--- src/rtl/bcd_countdown.sv ---
// Multi-digit BCD down-counter with ripple borrow, load clamping and active-low
// seven-segment decode; pulses done for one cycle when the count reaches zero.

module bcd_countdown_digit (
   input  logic [3:0] value,
   input  logic [3:0] raw,
   input  logic       borrow_in,
   output logic [3:0] dec,
   output logic [3:0] clamp,
   output logic [6:0] seg
);
   always_comb begin
      dec = value;
      if (borrow_in) dec = (value == 4'd0) ? 4'd9 : value - 4'd1;
   end

   assign clamp = (raw > 4'd9) ? 4'd9 : raw;

   always_comb begin
      case (value)
         4'd0:    seg = 7'b1000000;
         4'd1:    seg = 7'b1111001;
         4'd2:    seg = 7'b0100100;
         4'd3:    seg = 7'b0110000;
         4'd4:    seg = 7'b0011001;
         4'd5:    seg = 7'b0010010;
         4'd6:    seg = 7'b0000010;
         4'd7:    seg = 7'b1111000;
         4'd8:    seg = 7'b0000000;
         4'd9:    seg = 7'b0010000;
         default: seg = 7'b1111111;
      endcase
   end
endmodule

module bcd_countdown #(
   parameter int DIGITS = 2
) (
   input  logic                  clk,
   input  logic                  reset,
   input  logic                  load,
   input  logic [4*DIGITS-1:0]   load_value,
   input  logic                  start,
   input  logic                  pause,
   input  logic                  tick,
   output logic [4*DIGITS-1:0]   count,
   output logic [7*DIGITS-1:0]   HEX,
   output logic                  running,
   output logic                  done
);
   typedef enum logic [1:0] {IDLE, RUN, PAUSED, EXPIRED} state_t;

   state_t              state, state_n;
   logic [4*DIGITS-1:0] count_n, dec, clamp;
   logic [DIGITS-1:0]   borrow;
   logic                done_n;

   // Digit 0 always borrows; higher digits borrow only through a chain of zeros.
   assign borrow[0] = 1'b1;

   for (genvar i = 0; i < DIGITS; i++) begin : g_dig
      bcd_countdown_digit u_dig (
         .value     (count[4*i +: 4]),
         .raw       (load_value[4*i +: 4]),
         .borrow_in (borrow[i]),
         .dec       (dec[4*i +: 4]),
         .clamp     (clamp[4*i +: 4]),
         .seg       (HEX[7*i +: 7])
      );
      if (i < DIGITS-1) begin : g_brw
         assign borrow[i+1] = borrow[i] & (count[4*i +: 4] == 4'd0);
      end
   end

   always_comb begin
      state_n = state;
      count_n = count;
      done_n  = 1'b0;
      if (load) begin
         count_n = clamp;
         state_n = IDLE;
      end else begin
         case (state)
            IDLE:    if (!pause && start && count != '0) state_n = RUN;
            RUN: begin
               if (pause) state_n = PAUSED;
               else if (tick) begin
                  count_n = dec;
                  if (dec == '0) begin
                     state_n = EXPIRED;
                     done_n  = 1'b1;
                  end
               end
            end
            PAUSED:  if (!pause && start) state_n = RUN;
            default: state_n = EXPIRED;
         endcase
      end
   end

   always_ff @(posedge clk) begin
      if (reset) begin
         state   <= IDLE;
         count   <= '0;
         done    <= 1'b0;
         running <= 1'b0;
      end else begin
         state   <= state_n;
         count   <= count_n;
         done    <= done_n;
         running <= (state_n == RUN);
      end
   end
endmodule

--- config.mk ---
export PLATFORM = sky130hd
export DESIGN_NAME = bcd_countdown
export DESIGN_NICKNAME = d
export VERILOG_FILES = /design/src/rtl/bcd_countdown.sv
export SDC_FILE = /design/constraint.sdc
export NUM_CORES = 1
export LEC_CHECK = 0
export ABC_AREA = 1
export BUFFER_PORTS_ARGS = -buffer_cell sky130_fd_sc_hd__buf_2
export CAP_MARGIN = 5
export CORE_UTILIZATION = 35
export CTS_CLUSTER_SIZE = 16
export DETAILED_ROUTE_END_ITERATION = 8
export HOLD_SLACK_MARGIN = 0.15
export SYNTH_ARGS = -nofsm -noshare
export SYNTH_HDL_FRONTEND = slang
export SYNTH_SLANG_ARGS = --single-unit
--- constraint.sdc ---
create_clock -name clk -period 3.3 [get_ports clk]
set_input_delay 0.33 -clock clk [delete_from_list [all_inputs] [get_ports clk]]
set_output_delay 0.33 -clock clk [all_outputs]
set_load 0.01 [all_outputs]
==> reports/metrics.yaml, run 1 <==
critical_path:
  end_kind: "flip-flop"
  reg2reg_slack_ps: 1270
  worstPathArrival_ps: 2200
  path_max_fanout: 13
  critical_path_class: "reg -> reg"
  cp.required_ps: 3470
  crit_path_start_kind: "flip-flop"
sta:
  rsz0062_at_grt: "false"
  fin_crit_sh_pct: 61.54
  fmax_ghz: 0.4924
  worst_hold_slack_ps: 251.9
  slew-limit-headroom_pct: 65.28
  worst_slew_pin_slew_ps: 518.5
  finalSetupViolations: 0
  fin_tns_setup_ps: 0
  drv_slew: 0
  post-route-min-period_ps: 2031
  final_hold_viol_count: 0
  finClkSkew_ps: 5.038
routing:
  vias_per_cell: 4.660
  ant_nets: 0
  drc: 0
  drt_first_pass_iters: 4
  avgRoutedWirePerCell_um: 10.62
  via_count: 1412
  dr.first_iter.drc_count: 103
  wl_um: 3219
placed_design:
  place_hpwl_um: 2508
  gp_congestion: 0.8721
  portBuffers: 37
  placed_cell_area_um2: 1745
clocking:
  clockRootBuffer: "clkbuf_8"
  cts_sinks: 26
  cts_hold_repair.buffers: 0
  cts_buffers: 3
  clock_latency_ps: 270
  cts.repair.resized: 0
  htreeDepth: 1
  cts_tree: "done"
  cts_setup_buffers: 0
  clockBufferDepth: 2
  clk_pin_slew_ps: 90
layout:
  diodes: 0
  design_area_um2: 1800
  fin_util_pct: 44.06
  fill_cells: 447
  nets: 278
  syn_to_final_growth_pct: 18.93
  drive_gt1_share_pct: 26.48
floorplanning:
  dieWidth_um: 67.77
  core-area_um2: 4086
  row_count: 23
  io_pins: 38
  start_util_pct: 37.05
  fp.dieH_um: 67.77
  die_area_um2: 4593
power:
  p_leak_nw: 1.037
  p_per_area_nw_per_um2: 439.6
  peakVddDrop_uv: 164.3
synth:
  synth_area_leaders: "dfxtp_1 34%, nand2_1 15%, ha_1 8.3%, nand3_1 8.3%, inv_1 7.2%"
  yosysWarnings: 0
  synth_area_leader_cell: "dfxtp_1"
  ys_ff_latch: 26
  synthCells: 214
  seq_area_frac_synth_pct: 34.38
  synth_top_area_share_pct: 34.38
  synth_nets: 238
  syn_avg_cell_area_um2: 7.075
  synth_area_um2: 1514
  synth.distinct_cells: 25
global_route:
  grt_pass1_wl_um: 5161
  grt_usage_pct: 14.76
  first_global_vias: 1214
  overflow: 0
  antenna_found_initial: 0
  grt_max_degree: 15
min_path:
  hp-class: "in -> reg"
job:
  cap_violations: 0
run_status:
  status: "completed"
[state kept, by name (all words and copies together) (netlist names)]
register and flops:
running 1, count 8, done 1, g_dig.u_dig.seg 14, state 2
[layout make-up]
class | instances | area [um2] | area share, %
Clock buffer | 4 | 55.05 | 3.058
Inverter | 35 | 131.4 | 7.297
Multi-Input combinational cell | 151 | 845.8 | 46.98
Sequential cell | 26 | 520.5 | 28.91
Tap cell | 50 | 62.56 | 3.475
Timing Repair Buffer | 37 | 185.2 | 10.28
[routing by layer]
layer	track usage, %	wire, um	share of wire, %	vias up
met2	23.02	1418	44	33
met3	2.703	129	4.0	2
met5	0	0	0	-
met1	19.98	1643	51	617
li1	-	-	-	760
met4	5.469	27	0.84	0
[through the flow]
stage | cells | setup slack [ps] | power, W
after floorplan | 214 | 1569 | 0.0005247
after global placement | 299 | 1170 | 0.0005913
after detailed placement | 299 | 1144 | 0.0005916
after CTS | 303 | 1251 | 0.0007986
after global routing | 303 | 1088 | 0.0008436
final | 303 | 1269 | 0.0007915
[critical path: stages, from the launching register on]
cell	delay [ps]
dfxtp_1	430
nand4_2	160
nand2_2	260
inv_1	110
a21oi_1	210
a21oi_2	130
ha_1	290
nand3b_1	190
nand3_1	100
nand2_1	50
[cell families after synthesis]
| group | count (synthesis) | share of synthesized area (%) |
|---|---|---|
| fa+ha+maj | 10 | 8.264 |
| buf+inv | 37 | 9.751 |
| simple gates | 115 | 35.70 |
| flops | 26 | 34.38 |
| compound gates | 26 | 11.90 |
[final timing paths]
| check | from | endpoint | cells after the start |
|---|---|---|---|
| worst max-delay path | state[0]$_SDFF_PP0_ | g_dig[1].u_dig.seg[3]$_DFF_P_ | 9 |
| worst min register to register | state[1]$_SDFF_PP0_ | state[1]$_SDFF_PP0_ | 2 |
| worst min-delay path | reset | count[1]$_SDFFE_PP0P_ | 2 |
| worst max register to register | state[0]$_SDFF_PP0_ | g_dig[1].u_dig.seg[3]$_DFF_P_ | 9 |
[placed cells by master (no fill, tap or decap), types with 2 or more instances in the layout]
master,instances
a21oi_1,5
a21oi_2,3
buf_2,37
clkbuf_8,4
dfxtp_1,26
ha_1,10
inv_1,29
inv_2,6
nand2_1,61
nand2_2,5
nand2_4,3
nand3_1,25
nand3b_1,3
nor2_1,11
nor2_4,2
nor3_1,2
o211ai_1,3
o21ai_0,8
o21ai_2,4
[where the power goes]
group | internal, W | switching [W] | total (W)
Combinational | 0.0000818 | 0.000136 | 0.000217
Clock | 0.000107 | 0.000101 | 0.000208
Sequential | 0.000348 | 0.0000180 | 0.000366
[cell usage after synthesis, drive strengths merged]
| cell type | number |
|---|---|
| or2 | 1 |
| o31ai | 1 |
| nand3b | 3 |
| nand4 | 2 |
| dfxtp | 26 |
| a21oi | 8 |
| ha | 10 |
| nand2 | 69 |
| a21boi | 1 |
| nand3 | 25 |
| nor3 | 2 |
| o211ai | 4 |
| o21ai | 12 |
| inv | 35 |
| nor2 | 13 |
| buf | 2 |
Note: power is estimated with default switching activity, not from simulation.
==> inputs of run 2 (changes only) <==
ABC_AREA = 0   (was 1)
clock period = 1.8 ns   (was 3.3 ns; I/O delays follow)
==> run 2 against run 1 <==
The flow now finishes with violations (setup timing). Sequential cell count unchanged. Clock skew is 6.3 ps higher. Cell count decreased by 3.6%. Combinational power rose by 140%. Clock power increased by 110%. Area after synthesis is 5.0% lower. Sequential share of layout area down 7.3 points. Setup slack got worse by 1600 ps. Critical path type unchanged. Critical endpoint is now g_dig[1].u_dig.seg[5]$_DFF_P_.
==> reports/metrics.yaml, run 2 <==
synth:
  ys.flop_type: "dfxtp_1"
  synth_area_leaders: "dfxtp_1 36%, ha_1 8.7%, a21oi_1 3.1%, inv_1 3.1%, mux2i_1 2.8%"
  ys_ff_latch: 26
  synthCells: 152
  synth_top_area_share_pct: 36.17
  synth_nets: 176
  yosysWarnings: 0
  synth-edff-count: 0
  synth_area_um2: 1439
  seq_area_frac_synth_pct: 36.17
  yosysMostFrequentCell: "dfxtp_1"
  synth_commonest_cells: "26 x dfxtp_1, 12 x inv_1, 10 x ha_1"
  syn_avg_cell_area_um2: 9.466
  synth.distinct_cells: 53
  async_flop_share_pct: 0
  synth_area_leader_cell: "dfxtp_1"
sta:
  slew-limit-headroom_pct: 68.98
  setup_ws_ps: -346.6
  post-route-min-period_ps: 2147
  worst_slew_pin_slew_ps: 460.5
  final_hold_viol_count: 0
  finalSetupViolations: 16
  fin_tns_setup_ps: -3726
  finClkSkew_ps: 11.35
  drv_slew: 0
  fin_crit_sh_pct: 119.3
  rsz0062_at_grt: "true"
  fmax_ghz: 0.4659
global_route:
  overflow: 0
  antenna_found_initial: 0
  grt_pass1_wl_um: 7100
  grt_usage_pct: 21.30
  first_global_vias: 1589
  grt_max_degree: 16
power:
  p_comb_share_pct: 31.8
  finalPower_w: 0.001602
  p_leak_nw: 1.098
  clockPowerShare_pct: 27.5
  p_seq_share_pct: 40.6
  p_per_area_nw_per_um2: 647.5
  intPower_w: 0.001126
  peakVddDrop_uv: 716.0
  p_sw_share_pct: 29.71
  p_sw_w: 0.0004759
layout:
  fin_util_pct: 65.12
  nets: 269
  largest_reg_flops: 14
  mostFrequentLayoutCells: "50 x buf_4, 37 x buf_2, 18 x dfxtp_1"
  final_common_cell: "buf_4"
  drive_gt1_share_pct: 62.70
  final_cells: 292
  diodes: 0
  syn_to_final_growth_pct: 71.91
floorplanning:
  dieWidth_um: 66.12
  core-area_um2: 3799
  row_count: 22
  fp.dieH_um: 66.12
  start_util_pct: 37.88
  io_pins: 38
  die_area_um2: 4371
critical_path:
  r2r_cells: 8
  reg2reg_slack_ps: -350
  reg2reg_to: "g_dig[1].u_dig.seg[5]$_DFF_P_"
  crit_path_start_kind: "flip-flop"
  critical_path_class: "reg -> reg"
  critPathLaunch: "count[1]$_SDFFE_PP0P_"
  cp.required_ps: 1960
  worstReg2RegStart: "count[1]$_SDFFE_PP0P_"
  worstPathArrival_ps: 2310
  end_kind: "flip-flop"
  path_max_fanout: 4
min_path:
  hold_path_depth: 3
  min-delay-start: "load_value[1]"
  hp-class: "in -> reg"
  hold-path-endpoint: "count[1]$_SDFFE_PP0P_"
placed_design:
  portBuffers: 37
  gp_congestion: 0.8596
  place_hpwl_um: 2990
  pre_cts_slack_ps: -347.2
  dp_cells: 276
run_status:
  violations: "setup timing"
  status: "finished, violations left"
clocking:
  clockRootBuffer: "clkbuf_8"
  clock_latency_ps: 280
  htreeDepth: 1
  cts_hold_repair.buffers: 0
  cts_buffers: 3
  clockBufferDepth: 2
  cts_tree: "done"
  cts_sinks: 26
  clk_pin_slew_ps: 100
routing:
  ant_nets: 0
  via_count: 1568
  vias_per_cell: 5.370
  dr.first_iter.drc_count: 76
  wl_um: 4507
  avgRoutedWirePerCell_um: 15.43
  drc: 0
  drt_first_pass_iters: 4
job:
  cap_violations: 0
run 2: power groups by stage:
stage	sequential, W	combinational (W)	clock [W]
floorplan	0.000699	0.000183	0
finish	0.000651	0.000510	0.000441
global placement	0.000662	0.000394	0
CTS	0.000650	0.000475	0.000448
global route	0.000657	0.000548	0.000479
detailed placement	0.000663	0.000402	0
run 2: metal layers:
layer	GRT usage, %	vias to the layer above	share of wire [%]
met1	23.08	767	41
li1	-	754	-
met4	4.787	0	1.3
met2	41.45	41	53
met5	0	-	0
met3	4.483	6	4.6
run 2: worst max-delay path by stage:
stage	end	slack, ps	depth (start not counted)
2_1_floorplan	g_dig[1].u_dig.seg[5]$_DFF_P_	-240	8
3_3_place_gp	g_dig[1].u_dig.seg[6]$_DFF_P_	-320	8
3_5_place_dp	g_dig[1].u_dig.seg[5]$_DFF_P_	-350	8
4_1_cts	g_dig[1].u_dig.seg[3]$_DFF_P_	-290	6
5_1_grt	g_dig[1].u_dig.seg[5]$_DFF_P_	-410	8
6_report	g_dig[1].u_dig.seg[5]$_DFF_P_	-350	8
run 2: logic make-up (layout without fill, tap and decap cells):
kind of cell / Yosys count / count (layout) / share of synthesized area, %
compound gates: 47 / 48 / 25.13
xor+xnor: 1 / 1 / 0.6088
fa+ha+maj: 10 / 10 / 8.696
buf+inv: 19 / 110 / 5.912
flops: 26 / 26 / 36.17
mux: 7 / 7 / 5.130
simple gates: 42 / 42 / 18.35
run 2: area by class of cell:
| class | instances | area, um2 |
|---|---|---|
| Inverter | 13 | 48.80 |
| Timing Repair Buffer | 93 | 636.9 |
| Tap cell | 48 | 60.06 |
| Clock buffer | 4 | 66.31 |
| Multi-Input combinational cell | 108 | 1126 |
| Sequential cell | 26 | 535.5 |
| Fill cell | 281 | 1325 |
run 2: critical path: stages, from the launching register on:
cell	delay, ps
dfxtp_2	350
or4_4	580
o21a_1	220
o31ai_4	350
inv_2	80
ha_2	200
inv_2	60
mux2_4	140
a21oi_2	40
run 2: stage by stage:
step           hold WS, ps  area [um2]
2_1_floorplan        363.7        1511
3_3_place_gp         488.3        2063
3_5_place_dp         501.8        2063
4_1_cts              202.9        2366
5_1_grt              228.4        2474
6_report             211.8        2474
run 2: repair_timing:
action,CTS,global route
resized for setup,38,15
setup buffers,9,4
pin swaps,26,10
setup endpoints to repair,15,18
cloned,0,1
